## config.mk

```make
export PLATFORM = sky130hd
export DESIGN_NAME = qmax_updater
export DESIGN_NICKNAME = d
export VERILOG_FILES = /design/src/rtl/qlearn_pkg.sv /design/src/rtl/qmax_fwd_cmp.sv /design/src/rtl/qmax_updater.sv
export SDC_FILE = /design/constraint.sdc
export NUM_CORES = 1
export LEC_CHECK = 0
export CORE_ASPECT_RATIO = 1.1
export CORE_UTILIZATION = 55
export DETAILED_ROUTE_END_ITERATION = 10
export DONT_BUFFER_PORTS = 1
export GPL_TIMING_DRIVEN = 0
export PLACE_DENSITY = 0.78
export SETUP_SLACK_MARGIN = 0.5
export SLEW_MARGIN = 30
export SYNTH_ARGS = -nofsm -noshare
export SYNTH_HDL_FRONTEND = slang
export SYNTH_HIERARCHICAL = 1
export SYNTH_SLANG_ARGS = --single-unit
```

## constraint.sdc

```tcl
create_clock -name i_clk -period 2.7 [get_ports i_clk]
set_input_delay 0.135 -clock i_clk [delete_from_list [all_inputs] [get_ports i_clk]]
set_output_delay 0.135 -clock i_clk [all_outputs]
set_load 0.1 [all_outputs]
```

## src/rtl/qlearn_pkg.sv

```systemverilog
// Shared Q-learning table constants and the Q-max write controller state encoding.
package qlearn_pkg;
  localparam int Q_ADDR_W = 6;
  localparam int Q_DATA_W = 8;
  localparam int Q_DEPTH  = 64;

  typedef enum logic [1:0] {
    QM_CLEAR = 2'd0,
    QM_RUN   = 2'd1,
    QM_DRAIN = 2'd2
  } qmax_state_e;
endpackage

```

## src/rtl/qmax_fwd_cmp.sv

```systemverilog
// Picks the freshest stored max for a state (in-flight write, last write, or BRAM)
// and flags whether the candidate beats it.
module qmax_fwd_cmp
  import qlearn_pkg::*;
#(
  parameter int ADDR_WIDTH = Q_ADDR_W,
  parameter int DATA_WIDTH = Q_DATA_W
) (
  input  logic [ADDR_WIDTH-1:0] rd_addr,
  input  logic [DATA_WIDTH-1:0] cand,
  input  logic [DATA_WIDTH-1:0] tbl_data,
  input  logic                  s2_vld,
  input  logic [ADDR_WIDTH-1:0] s2_addr,
  input  logic [DATA_WIDTH-1:0] s2_data,
  input  logic                  lw_vld,
  input  logic [ADDR_WIDTH-1:0] lw_addr,
  input  logic [DATA_WIDTH-1:0] lw_data,
  output logic                  wr
);
  logic [DATA_WIDTH-1:0] old_val;

  // The write on the port this cycle is newer than the one issued last cycle.
  always_comb begin
    old_val = tbl_data;
    if (lw_vld && lw_addr == rd_addr) old_val = lw_data;
    if (s2_vld && s2_addr == rd_addr) old_val = s2_data;
    wr = cand > old_val;
  end
endmodule

```

## src/rtl/qmax_updater.sv

```systemverilog
// Q-max table write-side controller: read-compare-write of per-state maxima with
// forwarding, plus a zeroing sweep after reset or on request.
module qmax_updater
  import qlearn_pkg::*;
#(
  parameter int ADDR_WIDTH = Q_ADDR_W,
  parameter int DATA_WIDTH = Q_DATA_W,
  parameter int DEPTH      = Q_DEPTH
) (
  input  logic                  i_clk,
  input  logic                  i_rst_n,
  input  logic                  i_clear,
  input  logic                  i_valid,
  output logic                  o_ready,
  input  logic [ADDR_WIDTH-1:0] i_state,
  input  logic [DATA_WIDTH-1:0] i_qval,
  output logic [ADDR_WIDTH-1:0] o_tbl_addr_r,
  input  logic [DATA_WIDTH-1:0] i_tbl_data,
  output logic                  o_tbl_we,
  output logic [ADDR_WIDTH-1:0] o_tbl_addr_w,
  output logic [DATA_WIDTH-1:0] o_tbl_data,
  output logic                  o_busy,
  output logic                  o_clr_done
);
  localparam int STAGES = 2;
  localparam int CW     = ADDR_WIDTH + 1;
  localparam logic [CW-1:0] CNT_LAST = CW'(DEPTH - 1);

  typedef struct packed {
    logic [ADDR_WIDTH-1:0] idx;
    logic [DATA_WIDTH-1:0] qval;
  } req_t;

  qmax_state_e           state;
  logic [CW-1:0]         cnt;
  logic [STAGES:1]       vld_pipe;
  req_t                  s1;
  logic                  lw_vld;
  logic [ADDR_WIDTH-1:0] lw_addr;
  logic [DATA_WIDTH-1:0] lw_data;
  logic                  accept;
  logic                  wr;

  assign o_ready      = (state == QM_RUN) && !i_clear;
  assign accept       = i_valid && o_ready;
  assign o_busy       = (state != QM_RUN);
  assign o_tbl_addr_r = (state == QM_RUN) ? i_state : cnt[ADDR_WIDTH-1:0];

  // Output write registers double as S2; the cycle after, they become the last-write entry.
  qmax_fwd_cmp #(.ADDR_WIDTH(ADDR_WIDTH), .DATA_WIDTH(DATA_WIDTH)) u_fwd (
    .rd_addr (s1.idx),
    .cand    (s1.qval),
    .tbl_data(i_tbl_data),
    .s2_vld  (o_tbl_we),
    .s2_addr (o_tbl_addr_w),
    .s2_data (o_tbl_data),
    .lw_vld  (lw_vld),
    .lw_addr (lw_addr),
    .lw_data (lw_data),
    .wr      (wr)
  );

  always_ff @(posedge i_clk) begin
    if (!i_rst_n) begin
      state        <= QM_CLEAR;
      cnt          <= '0;
      vld_pipe     <= '0;
      s1           <= '0;
      lw_vld       <= 1'b0;
      lw_addr      <= '0;
      lw_data      <= '0;
      o_tbl_we     <= 1'b0;
      o_tbl_addr_w <= '0;
      o_tbl_data   <= '0;
      o_clr_done   <= 1'b0;
    end else begin
      vld_pipe   <= {vld_pipe[STAGES-1:1], accept};
      if (accept) s1 <= '{idx: i_state, qval: i_qval};
      // Sweep writes feed the last-write entry too, so the first update after a clear sees zero.
      lw_vld     <= o_tbl_we;
      lw_addr    <= o_tbl_addr_w;
      lw_data    <= o_tbl_data;
      o_clr_done <= 1'b0;
      case (state)
        QM_CLEAR: begin
          o_tbl_we     <= 1'b1;
          o_tbl_addr_w <= cnt[ADDR_WIDTH-1:0];
          o_tbl_data   <= '0;
          if (cnt == CNT_LAST) begin
            state      <= QM_RUN;
            cnt        <= '0;
            o_clr_done <= 1'b1;
          end else begin
            cnt <= cnt + 1'b1;
          end
        end
        default: begin
          o_tbl_we     <= vld_pipe[1] && wr;
          o_tbl_addr_w <= s1.idx;
          o_tbl_data   <= s1.qval;
          if (state == QM_RUN && i_clear) begin
            state <= QM_DRAIN;
          end else if (state == QM_DRAIN && vld_pipe == '0) begin
            state <= QM_CLEAR;
            cnt   <= '0;
          end
        end
      endcase
    end
  end
endmodule

```

==> flow_summary.yaml, run 1 <==
timing:
  rsz0062_at_grt: "true"
  fmax_mhz: 396
  skew_ns: 0.00691
  slew_violations: 0
  finalSetupViolations: 0
  slew_headroom_pct: 32.7
  min_period_ns: 2.53
  worst_pin_slew_ns: 1.01
  finalSetupTns_ns: 0
  finalCritPeriodShare_pct: 93.5
  finalHoldViolations: 0
placed_design:
  post-place-cells: 337
  placed_area_um2: 2660
  dp_hpwl_um: 4010
  port_buffers: 0
  gp_congestion: 0.829
synthesis:
  synth_seq_cells: 56
  syn_inst: 282
  seq_area_frac_synth_pct: 44.2
  ys_async_sr_fraction_pct: 0
  ys_types: 43
  synth_common_cells: "dfxtp_1 (56), nand2_1 (46), a21oi_1 (27)"
  synth_edf_count: 0
  synth_top_area_share_pct: 44.2
  yosysWarnings: 6
  yosysTopAreaCell: "dfxtp_1"
  synth_nets: 317
  synth_flop_cell: "dfxtp_1"
  yosysMostFrequentCell: "dfxtp_1"
  synth_area_leaders: "dfxtp_1 (44%), nand2_1 (6.8%), a21oi_1 (5.3%)"
  avgSynthCellArea_um2: 9.00
  syn_area_um2: 2540
global_route:
  met2_usage_pct: 45.6
  grt_pass1_wl_um: 9150
  met1_usage_pct: 29.3
  grt_pass1_vias: 2011
  grt_overflow: 0
  antenna_found_initial: 0
  grtUsageMet3_pct: 3.88
  grt_max_degree: 19
  busiest_layer: "met2"
  track_usage_pct: 25.2
floorplan:
  core_area_um2: 4350
  rows: 25
  ios: 50
  die_area_um2: 4890
  fp.dieW_um: 66.8
  fp.dieH_um: 73.3
  start_util_pct: 58.4
detailed_routing:
  firstDrtPassIters: 4
  drtIter0Drc: 83
  drc: 0
  ant_nets: 0
  wl_um: 5640
  route.detailed.wl_per_inst_um: 15.5
  vias_per_cell: 5.68
  num_vias: 2069
pwr:
  switching_share_pct: 26.7
  pwr-share-seq_pct: 57.7
  pwr-share-comb_pct: 12.4
  p_switching_w: 0.000399
  peakVddDrop_uv: 372
  p_leak_nw: 1.26
  p_int_w: 0.00109
  pwr_density_cell_nw_per_um2: 487
  p_clk_share_pct: 29.8
cells_and_area:
  final_core_utilization_pct: 70.5
  fillers: 321
  synthToLayoutAreaGrowth_pct: 20.7
  num_antenna_cells: 0
  drive_gt1_share_pct: 19.4
  final_cell_count_no_fill: 364
  num-nets-final: 344
  design_area_um2: 3060
clocking:
  clkTransAtPathRegs_ns: 0.10
  clock_latency_ns: 0.30
  cts_tree: "yes"
  root_buffer: "clkbuf_8"
  htreeDepth: 2
  cts_buffer_depth: 2
  clock_sinks: 56
  cts_buffers: 5
run:
  cap_violations: 0
status:
  status: "finished, final reports clean"
min_path:
  min_path_type: "input pin to register"
setup_path:
  cp_max_fo: 8
  path_class: "register to register"
  end_kind: "register"
  crit_chain: "xnor2_2 -> and4_4 -> buf_6 -> and2_1 -> buf_6 -> o31ai_4 -> ha_1 -> a21o_1 -> a21o_1 -> a21oi_2 -> a32oi_1 -> a22o_1"
  cp.arrival_ns: 2.73
  crit_family: "compound AO/OA/AOI/OAI gates"
  startpoint_type: "register"
  crit_required_ns: 2.90
  crit_path_top_delay_cell: "dfxtp_4"
  max_stage_delay_ns: 0.56
  critPathBufInv: 2
final timing paths:
path	from	endpoint	slack, ns	cells past startpoint
worst max-delay path	o_tbl_addr_w[0]	o_tbl_we	0.17	12
worst min-delay path	i_clear	state[0]	0.11	3
worst max register to register	o_tbl_addr_w[0]	o_tbl_we	0.17	12
worst min register to register	cnt[6]	cnt[6]	0.47	2
stage by stage:
| stage | setup WS (ns) | hold WS [ns] | total power, W |
|---|---|---|---|
| 2_1_floorplan | 0.227 | 0.271 | 0.000997 |
| 3_3_place_gp | -0.0816 | 0.276 | 0.00102 |
| 3_5_place_dp | -0.113 | 0.278 | 0.00102 |
| 4_1_cts | 0.169 | 0.119 | 0.00150 |
| 5_1_grt | 0.0964 | 0.168 | 0.00156 |
| 6_report | 0.174 | 0.109 | 0.00149 |
final cells by class:
| type | instances | area (um^2) | area share (%) |
|---|---|---|---|
| tap | 54 | 67.6 | 2.20 |
| clock buffer | 5 | 68.8 | 2.25 |
| buffer | 16 | 98.8 | 3.23 |
| multi-input combinational | 206 | 1440 | 47.0 |
| sequential | 56 | 1160 | 37.8 |
| inverter | 4 | 15.0 | 0.490 |
| timing repair buffer | 20 | 195 | 6.37 |
| clock inverter | 3 | 21.3 | 0.694 |
flip-flops by register name, summed over array words and instances, names as in the netlist:
name and count:
cnt 7, o_clr_done 1, vld_pipe 2, state 2
o_tbl_addr_w 6, lw_vld 1, lw_data 8, o_tbl_we 1
s1 14, lw_addr 6, o_tbl_data 8
power groups by stage:
stage	logic [W]	registers (W)	clock network [W]
after global placement	0.000137	0.000883	0
after floorplan	0.000117	0.000880	0
final	0.000186	0.000862	0.000445
after global routing	0.000200	0.000864	0.000499
after detailed placement	0.000140	0.000884	0
after CTS	0.000178	0.000864	0.000461
repair_timing:
item / CTS / global route
setup buffers: 3 / 1
setup endpoints to repair: 1 / 7
hold buffers: 15 / 0
gates resized for setup: 26 / 9
endpoints found under the hold margin: 15 / 0
pin swaps: 12 / 2
kinds of logic after synthesis:
family                     Yosys count  share of synthesized area, %
buffers and inverters               20                          4.19
muxes                                6                          2.66
AOI/OAI and AO/OA                   60                          14.8
xor gates and xnor gates            13                          4.48
adders and majority gates            9                          4.44
and+or+nand+nor                    118                          25.3
DFF                                 56                          44.2
cell usage in the layout (no fill, tap or decap), types with 4 or more instances in the layout:
master,Yosys,routed
a21boi_0,8,8
ha_1,9,9
a21oi_1,27,26
dfxtp_1,56,44
mux2_4,0,6
nor2_1,7,7
xor2_1,7,5
buf_2,4,4
buf_4,1,5
o21ai_0,5,4
dfxtp_4,0,9
and3_1,19,19
clkbuf_1,7,5
clkbuf_8,0,5
and2_1,19,19
nand3_1,4,4
xnor2_1,6,4
nand2_1,46,46
nand3b_1,9,9
dlygate4sd3_1,0,15
metal layers:
| layer | share of wire (%) | up-vias |
|---|---|---|
| met1 | 43 | 986 |
| met5 | 0 | - |
| met2 | 52 | 45 |
| met4 | 1.6 | 0 |
| met3 | 4.2 | 10 |
| li1 | - | 1028 |
worst register-to-register path, stage by stage, from the launching register on:
cell,delay [ns]
dfxtp_4,0.56
xnor2_2,0.12
and4_4,0.17
buf_6,0.11
and2_1,0.13
buf_6,0.15
o31ai_4,0.19
ha_1,0.28
a21o_1,0.16
a21o_1,0.16
a21oi_2,0.13
a32oi_1,0.06
a22o_1,0.20
(Power assumes the default switching activity.)
==> inputs of run 2 (changes only) <==
--- a/config.mk
+++ b/config.mk
@@ -5,7 +5,7 @@
 export SDC_FILE = /design/constraint.sdc
 export NUM_CORES = 1
 export LEC_CHECK = 0
-export CORE_ASPECT_RATIO = 1.1
+export CORE_ASPECT_RATIO = 0.8
 export CORE_UTILIZATION = 55
 export DETAILED_ROUTE_END_ITERATION = 10
 export DONT_BUFFER_PORTS = 1
==> run 2 against run 1 <==
Effect of this change: first-iteration DRC count is 47% higher; hold slack got worse by 0.0026 ns; critical path depth did not move; die area is essentially flat; sequential share of layout area is 0.23 points higher; critical endpoint unchanged; sequential power hardly changed; highest routed layer unchanged; count of clock-buffer cells in the layout is the same; largest power group unchanged.
==> flow_summary.yaml, run 2 (synthesis gave the netlist of run 1 again) <==
status:
  status: "finished, final reports clean"
timing:
  skew_ns: 0.00958
  fmax_mhz: 392
  min_period_ns: 2.55
  rsz0062_at_grt: "true"
  finalSetupViolations: 0
  finalHoldViolations: 0
  slew_violations: 0
  worst_pin_slew_ns: 1.02
  hold_ws_ns: 0.106
  finalCritPeriodShare_pct: 94.5
  slew_headroom_pct: 32.1
detailed_routing:
  wl_um: 5990
  drc: 0
  num_vias: 2085
  drtIter0Drc: 122
  ant_nets: 0
  vias_per_cell: 5.67
  route.detailed.wl_per_inst_um: 16.3
  firstDrtPassIters: 4
setup_path:
  path_common_cell: "a21o_1"
  cp.arrival_ns: 2.76
  cp_max_fo: 8
  path_class: "register to register"
  startpoint_type: "register"
  crit_chain: "xnor2_2 -> and4_4 -> buf_6 -> and2_4 -> buf_8 -> o31ai_4 -> ha_1 -> a21o_1 -> a21o_1 -> a21oi_1 -> a32oi_1 -> a22o_1"
  crit_path_top_delay_cell: "dfxtp_4"
  crit_required_ns: 2.91
  max_stage_delay_ns: 0.57
  end_kind: "register"
clocking:
  clock_sinks: 56
  clock_latency_ns: 0.31
  cts_buffers: 5
  cts_tree: "yes"
  clkTransAtPathRegs_ns: 0.10
  root_buffer: "clkbuf_8"
  htreeDepth: 2
  cts_buffer_depth: 2
global_route:
  grt_overflow: 0
  antenna_found_initial: 0
  met2_usage_pct: 40.4
  grt_pass1_wl_um: 9480
  grt_max_degree: 19
  grt_pass1_vias: 1935
  met1_usage_pct: 35.4
  track_usage_pct: 25.7
  busiest_layer: "met2"
  grtUsageMet3_pct: 7.01
cells_and_area:
  largest_register_ff_count: 14
  final_cell_count_no_fill: 368
  layout.cells.most_common: "nand2_1"
  regMostFlops: "s1"
  layout_common_cells: "nand2_1 (46), dfxtp_1 (44), a21oi_1 (27)"
  synthToLayoutAreaGrowth_pct: 19.7
  num-nets-final: 345
  drive_gt1_share_pct: 19.0
  num_antenna_cells: 0
  final_core_utilization_pct: 70.5
  reg_top3: "s1: 14 flops, lw_data: 8 flops, o_tbl_data: 8 flops"
floorplan:
  die_area_um2: 4890
  rows: 21
  fp.dieH_um: 62.8
  fp.dieW_um: 78.0
  core_area_um2: 4310
  ios: 50
  start_util_pct: 58.9
pwr:
  p_clk_share_pct: 30.2
  pwr_density_cell_nw_per_um2: 497
  peakVddDrop_uv: 368
  switching_share_pct: 27.3
  pwr-share-seq_pct: 57.2
  p_int_w: 0.00110
  p_switching_w: 0.000413
  pwr-share-comb_pct: 12.7
  p_leak_nw: 1.24
placed_design:
  gp_congestion: 0.798
  port_buffers: 0
  post-place-cells: 340
  dp_hpwl_um: 3980
run:
  cap_violations: 0
min_path:
  min_path_type: "input pin to register"
## run 2: cell types whose count changed in the layout (fill, tap and decap cells not counted), sizes merged
cell  before  now
buf       14   15
## run 2: worst max-delay path: cells and delay by family, from the launching register on
kind	cells	cell delay, ns
AO/OA/AOI/OAI	6	0.92
AND/OR/NAND/NOR	2	0.33
buffers and inverters	2	0.25
flip-flops	1	0.57
XOR/XNOR	1	0.10
adder cells (fa/ha/maj)	1	0.28
## run 2: per-layer routing
| metal | vias up | part of all wire, % |
|---|---|---|
| met4 | 0 | 0.75 |
| met3 | 6 | 6.9 |
| met5 | - | 0 |
| li1 | 1036 | - |
| met1 | 975 | 46 |
| met2 | 68 | 46 |
## run 2: final cells by class
type	instances	area [um^2]
flip-flops and latches	56	1160
clock buffers	5	68.8
inverters	4	15.0
well taps	57	71.3
repair buffers	21	203
plain buffers	16	105
clock inverters	3	21.3
multi-input cells	206	1400
fillers	343	1270
## run 2: stage by stage
step	total power [W]	TNS (ns)	cell area, um^2	setup slack (ns)
final	0.00151	0	3040	0.148
after detailed placement	0.00103	-0.101	2660	-0.101
after global placement	0.00102	-0.102	2650	-0.102
after floorplan	0.000997	0	2570	0.227
after CTS	0.00151	0	3010	0.167
after global routing	0.00158	0	3040	0.0446
## run 2: final timing paths
path | startpoint | to | slack, ns | cells after the start
worst max-delay path | o_tbl_addr_w[0] | o_tbl_we | 0.15 | 12
worst min-delay path | i_clear | state[0] | 0.11 | 3
worst max register to register | o_tbl_addr_w[0] | o_tbl_we | 0.15 | 12
worst min register to register | cnt[6] | cnt[6] | 0.44 | 2
## run 2: what timing repair did
| item | CTS | global route |
|---|---|---|
| buffers inserted | 4 | 1 |
| setup endpoints to repair | 7 | 1 |
| pin swaps | 12 | 2 |
| resized for setup | 24 | 5 |
| hold endpoints to repair | 15 | 0 |
| hold buffers | 15 | 0 |
## run 2: power groups by stage
| stage | clock network [W] | logic (W) | registers, W |
|---|---|---|---|
| finish | 0.000456 | 0.000192 | 0.000864 |
| global route | 0.000510 | 0.000205 | 0.000866 |
| CTS | 0.000460 | 0.000182 | 0.000864 |
| detailed placement | 0 | 0.000142 | 0.000884 |
| global placement | 0 | 0.000139 | 0.000884 |
| floorplan | 0 | 0.000117 | 0.000880 |
==> inputs of run 3 (changes only) <==
--- a/config.mk
+++ b/config.mk
@@ -11,7 +11,6 @@
 export DONT_BUFFER_PORTS = 1
 export GPL_TIMING_DRIVEN = 0
 export PLACE_DENSITY = 0.78
-export SETUP_SLACK_MARGIN = 0.5
 export SLEW_MARGIN = 30
 export SYNTH_ARGS = -nofsm -noshare
 export SYNTH_HDL_FRONTEND = slang
==> run 3 against run 2 <==
Effect of this change: setup slack lost 0.069 ns; sequential share of layout area grew 0.18 points; flip-flop and latch count is the same; global-route usage grew 0.15 points; utilization shrank 0.64 points; critical endpoint unchanged; largest cell class unchanged; highest routed layer unchanged.
==> flow_summary.yaml, run 3 (synthesis gave the netlist of run 1 again) <==
placed_design:
  placed_area_um2: 2640
  dp_hpwl_um: 4160
  gp_congestion: 0.881
  port_buffers: 0
pwr:
  p_clk_share_pct: 31.1
  power_w: 0.00152
  pwr-share-comb_pct: 11.9
  p_leak_nw: 1.22
  p_switching_w: 0.000400
  switching_share_pct: 26.4
  peakVddDrop_uv: 338
  p_int_w: 0.00112
  pwr-share-seq_pct: 57.0
  pwr_density_cell_nw_per_um2: 504
cells_and_area:
  synthToLayoutAreaGrowth_pct: 18.6
  regMostFlops: "s1"
  layout_common_cells: "nand2_1 (46), dfxtp_1 (46), a21oi_1 (25)"
  fillers: 344
  num-nets-final: 342
  final_core_utilization_pct: 69.9
  reg_top3: "s1: 14 flops, lw_data: 8 flops, o_tbl_data: 8 flops"
  design_area_um2: 3010
  drive_gt1_share_pct: 17.5
  num_antenna_cells: 0
  largest_register_ff_count: 14
clocking:
  cts_buffers: 5
  clock_latency_ns: 0.31
  root_buffer: "clkbuf_8"
  cts_tree: "yes"
  htreeDepth: 2
  clkTransAtPathRegs_ns: 0.09
  clock_sinks: 56
  cts_buffer_depth: 2
global_route:
  grt_pass1_wl_um: 9750
  grt_pass1_vias: 2010
  grt_max_degree: 17
  track_usage_pct: 25.9
  grt_overflow: 0
  antenna_found_initial: 0
detailed_routing:
  drc: 0
  vias_per_cell: 5.67
  drtIter0Drc: 112
  route.detailed.wl_per_inst_um: 16.6
  firstDrtPassIters: 4
  num_vias: 2069
  wl_um: 6060
  ant_nets: 0
setup_path:
  path_class: "register to register"
  cp.arrival_ns: 2.83
  end_kind: "register"
  cp_max_fo: 9
  startpoint_type: "register"
  crit_required_ns: 2.91
floorplan:
  start_util_pct: 58.9
  rows: 21
  die_area_um2: 4890
  fp.dieW_um: 78.0
  fp.dieH_um: 62.8
  ios: 50
  core_area_um2: 4310
timing:
  finalCritPeriodShare_pct: 97.1
  finalHoldViolations: 0
  hold_ws_ns: 0.103
  slew_headroom_pct: 32.8
  finalSetupViolations: 0
  skew_ns: 0.00525
  finalSetupTns_ns: 0
  slew_violations: 0
  fmax_mhz: 382
  worst_pin_slew_ns: 1.01
  min_period_ns: 2.62
status:
  status: "finished, final reports clean"
run:
  cap_violations: 0
min_path:
  min_path_type: "input pin to register"
[run 3: changes by cell type in the layout (fill, tap and decap cells not counted), sizes merged]
cell and change:
buf -2, clkbuf +1, clkinv -1, inv -1
[run 3: layout make-up]
class	instances	area (um^2)	share of cell area, %
tap	57	71.3	2.37
sequential	56	1150	38.2
clock buffer	7	86.3	2.87
buffer	15	88.8	2.95
multi-input combinational	206	1400	46.6
timing repair buffer	19	188	6.23
clock inverter	1	7.51	0.249
inverter	4	15.0	0.499
[run 3: power groups by stage]
stage,Combinational [W],Sequential (W),Clock (W)
floorplan,0.000115,0.000885,0
global placement,0.000136,0.000888,0
detailed placement,0.000140,0.000888,0
CTS,0.000166,0.000864,0.000481
global route,0.000194,0.000866,0.000519
finish,0.000181,0.000864,0.000471
[run 3: worst paths after layout]
path              slack [ns]  depth (start not counted)  endpoint       startpoint
hold / removal          0.10                          3  state[0]          i_clear
setup reg to reg        0.08                         12  o_tbl_we  o_tbl_addr_w[2]
setup / recovery        0.08                         12  o_tbl_we  o_tbl_addr_w[2]
hold reg to reg         0.44                          2    cnt[6]           cnt[6]
[run 3: metal layers]
layer  routed length [um]  global-route usage [%]  up-vias
li1                     -                       -     1026
met1                 2810                    36.3      977
met2                 2810                    38.7       59
met3                  379                    6.86        7
met4                   65                    7.87        0
met5                    0                       0        -
[run 3: stage by stage]
| step | setup slack [ns] | instances |
|---|---|---|
| 2_1_floorplan | 0.0220 | 282 |
| 3_3_place_gp | -0.319 | 339 |
| 3_5_place_dp | -0.350 | 340 |
| 4_1_cts | 0.000665 | 365 |
| 5_1_grt | -0.0138 | 365 |
| 6_report | 0.0794 | 365 |
[run 3: worst max-delay path, stage by stage, from the launching register on]
cell	delay, ns
dfxtp_4	0.57
xnor2_2	0.11
and4_4	0.20
buf_6	0.13
and2_1	0.16
buf_6	0.14
o31ai_4	0.23
ha_4	0.25
a21o_1	0.15
a21o_1	0.16
a21oi_2	0.14
a32oi_1	0.07
a22o_1	0.20
[run 3: timing repair]
item / 4_1_cts / 5_1_grt
pin swaps: 3 / 7
setup buffers: 2 / 1
resized for setup: 18 / 10
endpoints found under the setup margin: 1 / 1
hold buffers: 15 / 0
endpoints found under the hold margin: 15 / 0
